===== src/rtl/hwag_channel.sv =====
// rtl/hwag_channel.sv - angle-window output channel bank driven by the HWAG angle count
// Each channel is high between a double-buffered set and reset angle.
module hwag_channel #(
  parameter int CH       = 4,
  parameter int ANGLE_W  = 24,
  parameter int ACNT_TOP = 3839
) (
  input  logic               clk,
  input  logic               rst,
  input  logic               hwag_start,
  input  logic [ANGLE_W-1:0] acnt,
  input  logic               wr_ena,
  input  logic [3:0]         wr_addr,
  input  logic [1:0]         wr_sel,
  input  logic [ANGLE_W-1:0] wr_data,
  output logic [CH-1:0]      ch_out,
  output logic [CH-1:0]      ch_miss
);

  localparam logic [ANGLE_W-1:0] TOP = ANGLE_W'(ACNT_TOP);

  typedef enum logic [1:0] {S_OFF, S_WAIT, S_ACTIVE} state_t;

  logic [ANGLE_W-1:0] acnt_q, acnt_p;
  logic               hs_q;
  logic               step, wrap, fwd;

  // hwag_start is sampled alongside acnt_q so sync and angle stay aligned
  always_ff @(posedge clk or posedge rst) begin
    if (rst) begin
      acnt_q <= '0;
      acnt_p <= '0;
      hs_q   <= 1'b0;
    end else begin
      acnt_q <= acnt;
      acnt_p <= acnt_q;
      hs_q   <= hwag_start;
    end
  end

  assign step = hs_q && (acnt_q != acnt_p);
  assign wrap = step && (acnt_p == TOP) && (acnt_q == '0);
  assign fwd  = step && (acnt_q > acnt_p);

  function automatic logic crossed(input logic [ANGLE_W-1:0] x,
                                   input logic [ANGLE_W-1:0] lo,
                                   input logic [ANGLE_W-1:0] hi,
                                   input logic f,
                                   input logic w);
    if (x > TOP) return 1'b0;
    return (w && (x == '0)) || (f && (lo < x) && (x <= hi));
  endfunction

  genvar i;
  generate
    for (i = 0; i < CH; i++) begin : g_ch
      logic [ANGLE_W-1:0] p_set, p_rst, a_set, a_rst;
      logic               p_en, a_en;
      state_t             state, state_nxt;
      logic               x_set, x_rst, miss_nxt, out_r, miss_r, wr_hit;

      assign wr_hit = wr_ena && (wr_addr == 4'(i));
      assign x_set  = crossed(a_set, acnt_p, acnt_q, fwd, wrap);
      assign x_rst  = crossed(a_rst, acnt_p, acnt_q, fwd, wrap);

      // Active copy is frozen while the window is open or about to open
      always_ff @(posedge clk or posedge rst) begin
        if (rst) begin
          p_set <= '0;
          p_rst <= '0;
          p_en  <= 1'b0;
          a_set <= '0;
          a_rst <= '0;
          a_en  <= 1'b0;
        end else begin
          if (wr_hit) begin
            case (wr_sel)
              2'd0:    p_set <= wr_data;
              2'd1:    p_rst <= wr_data;
              2'd2:    p_en  <= wr_data[0];
              default: ;
            endcase
          end
          if ((state != S_ACTIVE) && !x_set) begin
            a_set <= p_set;
            a_rst <= p_rst;
            a_en  <= p_en;
          end
        end
      end

      always_comb begin
        state_nxt = state;
        miss_nxt  = 1'b0;
        if (!hs_q || !a_en) begin
          state_nxt = S_OFF;
        end else begin
          case (state)
            S_OFF:  state_nxt = S_WAIT;
            S_WAIT: begin
              if (x_set && !x_rst) state_nxt = S_ACTIVE;
              else if (x_set && x_rst) miss_nxt = 1'b1;
            end
            S_ACTIVE: if (x_rst) state_nxt = S_WAIT;
            default: state_nxt = S_OFF;
          endcase
        end
      end

      always_ff @(posedge clk or posedge rst) begin
        if (rst) begin
          state  <= S_OFF;
          out_r  <= 1'b0;
          miss_r <= 1'b0;
        end else begin
          state  <= state_nxt;
          out_r  <= (state_nxt == S_ACTIVE);
          miss_r <= miss_nxt;
        end
      end

      assign ch_out[i]  = out_r;
      assign ch_miss[i] = miss_r;
    end
  endgenerate

endmodule


===== config.mk =====
export PLATFORM = sky130hd
export DESIGN_NAME = hwag_channel
export DESIGN_NICKNAME = d
export VERILOG_FILES = /design/src/rtl/hwag_channel.sv
export SDC_FILE = /design/constraint.sdc
export NUM_CORES = 1
export LEC_CHECK = 0
export ABC_AREA = 1
export BUFFER_PORTS_ARGS = -buffer_cell sky130_fd_sc_hd__buf_4
export CORE_MARGIN = 2
export CORE_UTILIZATION = 30
export CTS_CLUSTER_SIZE = 30
export DETAILED_ROUTE_END_ITERATION = 7
export PLACE_DENSITY = 0.48
export REMOVE_ABC_BUFFERS = 1
export SLEW_MARGIN = 30
export SYNTH_ARGS = -nofsm -noshare
export SYNTH_HDL_FRONTEND = slang
export SYNTH_SLANG_ARGS = --single-unit

===== constraint.sdc =====
create_clock -name clk -period 29.9 [get_ports clk]
set_clock_uncertainty 0.2 [all_clocks]
set_input_delay 5.98 -clock clk [delete_from_list [all_inputs] [get_ports clk]]
set_output_delay 5.98 -clock clk [all_outputs]
set_load 0.1 [all_outputs]

* After elaboration in Yosys (flattened, before gate mapping) *
Cells that the tools add are included.

operators by class
  muxes and demuxes = 56
  equal/unequal tests = 23
  reduce and logical (&&, ||, !) cells = 96
  $lt $le $gt $ge = 25

operator list
  kind                    count
  $logic_not A24 Y1       9
  $gt A24 B12 Y1 const B  8
  $le A24 B24 Y1          8
  $lt A24 B24 Y1          8
  $logic_and A1 B1 Y1     44
  $mux W1                 40
  $eq A24 B12 Y1 const B  1
  $gt A24 B24 Y1          1
  $mux W2                 12
  $ne A24 B24 Y1          1
  $pmux W2 S3             4
  $reduce_and A2 Y1       12
  $eq A2 B2 Y1 const B    9
  $logic_not A1 Y1        13
  $logic_or A1 B1 Y1      12
  $eq A2 B1 Y1 const B    5
  $logic_not A2 Y1        5
  $eq A4 B2 Y1 const B    2
  $ne A2 B2 Y1 const B    4
  $eq A4 B1 Y1 const B    1
  $logic_not A4 Y1        1

storage, ports and cells
  input port bits = 58
  logic and storage cells = 239
  register bits after elaboration = 457

* Depth between registers and ports, before layout *
Gate-level depths: netlist (run 1).

  word-level depth = 13
  gate-level depth with buffers = 20
  depth with buffers taken out = 18

* Worst setup path after synthesis (run 1) *
Ideal clock, no wire load.

  kind = in2reg
  start = input wr_addr[3]
  end = register g_ch[0].p_rst[10]
  stages = 7
  slack = 22,233 ps
  arrival time = 7,337 ps
  buffers on the path = 2
  path through = or2_2 -> nor4_1 -> nand2_1 -> clkbuf_1 -> clkbuf_1 -> nand2_1 -> o21ai_0

on the way
  word-level cells in the longest chain between the ends = 3

ends and longest elaborated chain
  item                                RTL line  text
  start: declaration                  13        input logic [3:0] wr_addr,
  $logic_not A4 Y1                    62        assign wr_hit = wr_ena && (wr_addr == 4'(i));
  $logic_and A1 B1 Y1                 62
  $reduce_and A2 Y1 (no source line)  n/a
  end signal: assignment              79        2'd1: p_rst <= wr_data;
  end: declaration                    57        logic [ANGLE_W-1:0] p_set, p_rst, a_set, a_rst;

Every way passes these cells.
A chain may end at the register's enable or synchronous reset.

* Final worst setup path (run 1) *
  start = input wr_addr[3]
  end = register g_ch[1].p_rst[9]

on the way
  word-level cells in the longest chain between the ends = 3

ends and longest elaborated chain
  item                                RTL line
  $eq A4 B1 Y1                        62
  $logic_and A1 B1 Y1                 62
  $reduce_and A2 Y1 (no source line)  n/a
  end signal: assignment              79
  end: declaration                    57

Every way passes these cells.

==> results of run 1 <==
==> layout by cell type, fill, tap and decap left out, types with 19 or more instances in the layout <==
master and instances:
a21oi_1 185, nor2_1 125, clkbuf_16 55, inv_1 389, o21ai_0 223, ha_1 400, nor3_1 25, nor4_1 28
nand2_1 1057, dfrtp_1 457, nand3_1 247, buf_4 81, o21a_1 19, nand4_1 80
==> worst reg2reg max path: cells and delay by family, from the launching register on <==
kind                       cells  cell delay [ns]
and+or+nand+nor               10             2.23
DFF                            1             0.85
AOI/OAI and AO/OA              1             0.40
adders and majority gates      1             0.33
buffers and inverters          2             0.19
==> power groups by stage <==
stage	combinational, mW	sequential [mW]	clock (mW)
finish	0.369	0.769	0.727
floorplan	0.271	0.749	0
CTS	0.376	0.769	0.745
detailed placement	0.374	0.779	0
global route	0.438	0.780	0.771
global placement	0.365	0.779	0
==> layer usage <==
| metal | GRT usage, % | vias up | share of wire (%) |
|---|---|---|---|
| met5 | 0 | - | 0 |
| met4 | 4.20 | 0 | 2.1 |
| met3 | 1.80 | 99 | 3.3 |
| met2 | 28.6 | 336 | 44 |
| met1 | 26.3 | 10700 | 51 |
| li1 | - | 11300 | - |
==> final timing paths <==
path                                  from                end  slack [ns]  cells past startpoint
worst max-delay path            wr_addr[3]   g_ch[1].p_rst[9]       22.07                      6
worst min-delay path            acnt_q[15]         acnt_p[15]        0.22                      0
worst max register to register  acnt_p[15]   g_ch[0].a_set[9]       25.65                     14
worst min register to register  acnt_q[15]         acnt_p[15]        0.22                      0
max in group asynchronous              rst  g_ch[1].p_set[12]       22.20                      4
min in group asynchronous              rst       g_ch[0].a_en        5.21                      2
==> cell usage after synthesis, types with 6 or more instances <==
cell	instances	area share (%)
a21o_1	15	0.41
buf_6	13	0.53
o21a_1	19	0.52
nor2_1	125	1.7
nand2_1	1067	15
buf_4	8	0.22
inv_1	390	5.3
nor4_1	28	0.64
a21oi_1	185	3.4
o21ai_0	223	4.0
nand4_1	80	1.8
clkbuf_1	70	0.95
ha_1	400	18
nor3b_1	6	0.16
nand3_1	247	4.5
o21bai_1	6	0.16
buf_2	16	0.29
dfrtp_1	457	41
nor3_1	25	0.45
==> kinds of logic (layout without fill, tap and decap cells) <==
| family | count (synthesis) | count (layout) | synth area share, % |
|---|---|---|---|
| and+or+nand+nor | 1597 | 1597 | 24.3 |
| buffers and inverters | 500 | 574 | 7.34 |
| AOI/OAI and AO/OA | 458 | 458 | 8.78 |
| DFF | 457 | 457 | 41.5 |
| adders and majority gates | 400 | 400 | 18.1 |
| other | 0 | 4 | 0 |
==> per-stage QoR <==
| stage | utilization (%) | cell area (um^2) | hold WS, ns | std cells | power (mW) |
|---|---|---|---|---|---|
| 6_report | 34.1 | 31200 | 0.221 | 4676 | 1.87 |
| 4_1_cts | 34.1 | 31100 | 0.225 | 4672 | 1.89 |
| 2_1_floorplan | - | 27000 | 0.180 | 3303 | 1.02 |
| 3_3_place_gp | 31.9 | 29200 | 0.208 | 4573 | 1.14 |
| 3_5_place_dp | 31.9 | 29200 | 0.206 | 4573 | 1.15 |
| 5_1_grt | 34.1 | 31100 | 0.240 | 4672 | 1.99 |
==> registers in the layout, indices dropped and copies added (netlist names) <==
signal and cells:
g_ch.a_rst 96, g_ch.a_set 96, g_ch.p_rst 96, g_ch.p_set 96, acnt_p 24, acnt_q 24, g_ch.state 8, g_ch.a_en 4
g_ch.miss_r 4, g_ch.out_r 4, g_ch.p_en 4, hs_q 1
==> final cells by class <==
cell class,instances,area [um^2]
flip-flops and latches,457,11400
clock inverters,30,432
well taps,1186,1480
clock buffers,69,1510
repair buffers,84,642
multi-input cells,2455,14200
fillers,9728,60200
inverters,391,1480
diodes,4,10.0
==> summary.md, run 1 <==
| Metric | Value |
|---|---|
| Initial antenna violation count | `1` |
| Routability Congestion | `0.886` |
| Nature of the critical path endpoint | `flip-flop` |
| Worst-margin pin slew | `0.929 ns` |
| RSZ-0062 raised after global routing | `false` |
| Slew headroom | `37.5%` |
| I/O Buffers | `65` |
| Die area | `94400 um^2` |
| Mapped Avg Cell Area | `8.08 um^2` |
| GRT Total Usage | `18.0%` |
| Critical path's top delay family | `simple AND/OR/NAND/NOR gates` |
| Post-synth EDFFs | `0` |
| Buffers and inverters on the worst path | `1` |
| CP Data Required Time | `30.16 ns` |
| Crit path time final | `7.83 ns` |
| Asr flop ratio synth | `100%` |
| Ys flop type | `dfrtp_1` |
| VDD IR-drop max | `40.7 uV` |
| CTS Buffer Depth | `3` |
| Distinct cells, synth | `36` |
| First-pass GRT wire length | `131000 um` |
| Mapped cell area | `27600 um^2` |
| Yosys reg bits | `457` |
| Chip height | `307 um` |
| Die W | `307 um` |
| Clock latency at the later pin of the worst-skew pair | `0.62 ns` |
| Share of cells above drive strength 1 | `5.88%` |
| DRC Markers | `0` |
| Worst path max stage delay | `0.72 ns` |
| Routed Antenna Nets | `0` |
| Post-CTS setup repair buffer count | `0` |
| Initial Utilization | `30.2%` |
| Pre-antenna DRT Iters | `5` |
| Level count of the clock H-tree | `2` |
| Top Ports | `66` |
| Post_cts resized | `0` |
| Post-route setup TNS | `0 ns` |
| Vias per inst | `4.81` |
| Slew Viols, Final | `0` |
| Max Fclk | `128 MHz` |
| Crit share post-route | `26.2%` |
| Core area | `91400 um^2` |
| Clock Pin Slew Worst Setup and Hold Paths | `0.06 ns` |
| Worst-path maximum fanout | `48` |
| Leak pwr | `16.2 nW` |
| YS warnings | `0` |
| Iter 0 DRT Violations | `1510` |
| Std-Cell Rows | `111` |
| Clock share of power | `39.0%` |
| P_sw | `0.585 mW` |
| Switching Fraction | `31.4%` |
| Final worst slack | `22.07 ns` |
| Place WS | `21.31 ns` |
| Internal | `1.28 mW` |
| Routed WL | `83900 um` |
| Max-cap check violation count | `0` |
| Area Overhead vs Synth | `12.9%` |
| Clock Tree Root | `clkbuf_16` |
| Largest net degree at the start of global routing | `81` |
| Critical path class | `primary input to flip-flop` |
| Critical Path AT | `8.09 ns` |
| Post-DP HPWL | `61400 um` |
| # setup viols final | `0` |
| Hold WC Path Type | `flip-flop to flip-flop` |
| CP max-delay cell | `nand2_2` |
| Total CTS buffers | `53` |
| Global route overflow | `0` |
| Outcome | `completed` |
| Final hold vios | `0` |
| Pwr dens | `59.9 nW/um^2` |
| CTS tree | `built` |
| Vias in the first global route | `22000` |
| Drt wl/cell | `17.9 um` |
| Hold-fix buffers, CTS | `0` |
| CTS Sinks | `457` |
| CP Launch Type | `primary input` |
| Vias | `22500` |
| Sequential area share after synthesis | `41.5%` |
| Fin nets | `3900` |
| Cells after Synth | `3412` |
| Share of total power in sequential cells | `41.2%` |
| Gate power share | `19.8%` |
| CP cell instances | `buf_4, or2_2, nor3_1, nand2_2, nand2_1, o21ai_0` |
Power figures use the tool's default switching activity.
==> inputs of run 2 (changes only) <==
--- a/config.mk
+++ b/config.mk
@@ -11,7 +11,7 @@
 export CORE_UTILIZATION = 30
 export CTS_CLUSTER_SIZE = 30
 export DETAILED_ROUTE_END_ITERATION = 7
-export PLACE_DENSITY = 0.48
+export PLACE_DENSITY = 0.5
 export REMOVE_ABC_BUFFERS = 1
 export SLEW_MARGIN = 30
 export SYNTH_ARGS = -nofsm -noshare
==> constraint.sdc (replaced) <==
create_clock -name clk -period 6.4 [get_ports clk]
set_clock_uncertainty 0.2 [all_clocks]
set_input_delay 1.28 -clock clk [delete_from_list [all_inputs] [get_ports clk]]
set_output_delay 1.28 -clock clk [all_outputs]
set_load 0.1 [all_outputs]
==> summary.md, run 2 (synthesized netlist as in run 1, its figures left out) <==
| Metric | Value |
|---|---|
| Die area | `94400 um^2 (unchanged)` |
| Routed WL | `86400 um (+2.9%)` |
| Vias in the first global route | `22300 (+1.2%)` |
| Crit share post-route | `61.1%` |
| Largest net degree at the start of global routing | `116 (+43%)` |
| Pwr dens | `278 nW/um^2 (+360%)` |
| Max-cap check violation count | `0 (unchanged)` |
| CP max-delay cell | `nand2_4` |
| VDD IR-drop max | `217 uV (+430%)` |
| Total CTS buffers | `54 (+1.9%)` |
| # setup viols final | `0 (unchanged)` |
| Top Ports | `66 (unchanged)` |
| RSZ-0062 raised after global routing | `false` |
| Critical Path AT | `4.24 ns (-3.85 ns)` |
| Core area | `91400 um^2 (unchanged)` |
| CP Launch Type | `flip-flop` |
| CTS Sinks | `457 (unchanged)` |
| Final non-filler cell total | `4702 (+0.56%)` |
| Pre-antenna DRT Iters | `5 (unchanged)` |
| Std-Cell Rows | `111 (unchanged)` |
| Reg area | `11400 um^2 (unchanged)` |
| Max Fclk | `256 MHz` |
| Multi-input gate area | `14200 um^2 (+0.11%)` |
| Nature of the critical path endpoint | `flip-flop` |
| Routed Antenna Nets | `0 (unchanged)` |
| Worst path max stage delay | `0.66 ns (-0.06 ns)` |
| Crit path time final | `3.91 ns` |
| Vias per inst | `4.80 (about the same)` |
| Vias | `22600 (+0.46%)` |
| Post-DP HPWL | `63700 um (+3.8%)` |
| Clock Tree Root | `clkbuf_16` |
| Initial Utilization | `30.2% (unchanged)` |
| CTS Buffer Depth | `3 (unchanged)` |
| CP cell instances | `inv_1, nand4_1, nor2_1, nand2_1, nand3b_1, nor2_2, nand3_1, nand2_2, nand2_4, nand2_4, nand2_1, nand2_1` |
| Post-CTS setup repair buffer count | `0 (unchanged)` |
| Fin nets | `3928 (+0.72%)` |
| CP Data Required Time | `6.73 ns (-23.43 ns)` |
| Cell repeated most along the worst path | `nand2_1` |
| Finished Core Util | `34.3% (+0.24 points)` |
| Total power | `8.73 mW (+370%)` |
| Outcome | `completed` |
| First-pass GRT wire length | `134000 um (+2.0%)` |
| Leak pwr | `16.4 nW (+1.2%)` |
| Filler instances | `9689 (-0.40%)` |
| Routability Congestion | `0.893 (+0.82%)` |
| Clock latency at the later pin of the worst-skew pair | `0.61 ns (about the same)` |
| Final hold vios | `0 (unchanged)` |
| DRC Markers | `0 (unchanged)` |
| Share of cells above drive strength 1 | `6.55% (+0.67 points)` |
| Worst hold slack | `0.214 ns (-0.00692 ns)` |
| Slew Viols, Final | `0 (unchanged)` |
| Area Overhead vs Synth | `13.7%` |
| GRT Total Usage | `18.4% (+0.45 points)` |
| Commonest non-fill, non-tap cell in the layout | `nand2_1` |
| Clock Pin Slew Worst Setup and Hold Paths | `0.06 ns (about the same)` |
| Worst-margin pin slew | `1.03 ns (+0.0977 ns)` |
| Drt wl/cell | `18.4 um (+2.4%)` |
| R2R setup slack | `2.49 ns (-23.16 ns)` |
| Level count of the clock H-tree | `2 (unchanged)` |
| Chip height | `307 um (unchanged)` |
| CTS tree | `built` |
| Die W | `307 um (unchanged)` |
| Post_cts resized | `0 (unchanged)` |
| Initial antenna violation count | `3 (+2)` |
| I/O Buffers | `65 (unchanged)` |
| Hold-fix buffers, CTS | `0 (unchanged)` |
| Hold WC Path Type | `flip-flop to flip-flop` |
| Global route overflow | `0 (unchanged)` |
| Slew headroom | `30.9% (-6.6 points)` |
| Worst-path maximum fanout | `50 (+4.2%)` |
| Post-Place Cells | `4600 (+0.59%)` |
| Iter 0 DRT Violations | `1561 (+3.4%)` |
| Critical path class | `flip-flop to flip-flop` |
| Most frequent cells in the layout | `nand2_1, dfrtp_1, ha_1` |
run 2: area by class of cell:
class | count | area share, %
multi-input cells | 2455 | 45.2
flip-flops and latches | 457 | 36.5
clock buffers | 72 | 4.88
well taps | 1186 | 4.73
inverters | 391 | 4.70
repair buffers | 111 | 2.79
clock inverters | 27 | 1.23
diodes | 3 | 0.0239
run 2: through the flow:
step           setup WS (ns)  cell area (um^2)  setup TNS (ns)
2_1_floorplan          -7.82             27000        -3573.96
3_3_place_gp            2.00             29400               0
3_5_place_dp            1.96             29400               0
4_1_cts                 1.92             31300               0
5_1_grt                 2.16             31400               0
6_report                2.49             31400               0
run 2: layer usage:
metal  share of wire, %  vias to the layer above  track usage [%]
li1                   -                    11400                -
met4                2.7                        0             5.13
met2                 45                      364             29.5
met3                3.6                      112             2.22
met5                  0                        -                0
met1                 49                    10700             26.2
run 2: path summary, 6_finish.rpt:
check | endpoint | cells after the start | startpoint
setup / recovery | g_ch[0].a_rst[0] | 12 | acnt_q[5]
hold / removal | acnt_p[23] | 0 | acnt_q[23]
setup reg to reg | g_ch[0].a_rst[0] | 12 | acnt_q[5]
hold reg to reg | acnt_p[23] | 0 | acnt_q[23]
max in group asynchronous | acnt_p[21] | 3 | rst
min in group asynchronous | g_ch[0].a_en | 2 | rst
run 2: power by group:
group | switching, mW | internal (mW)
Clock | 1.30 | 2.04
Sequential | 0.331 | 3.24
Combinational | 1.12 | 0.684
Total | 2.76 | 5.97
run 2: critical path: cells and delay by family (launching register included):
family / cells / cell delay (ns)
buf+inv: 1 / 0.46
flops: 1 / 0.43
simple gates: 11 / 2.71
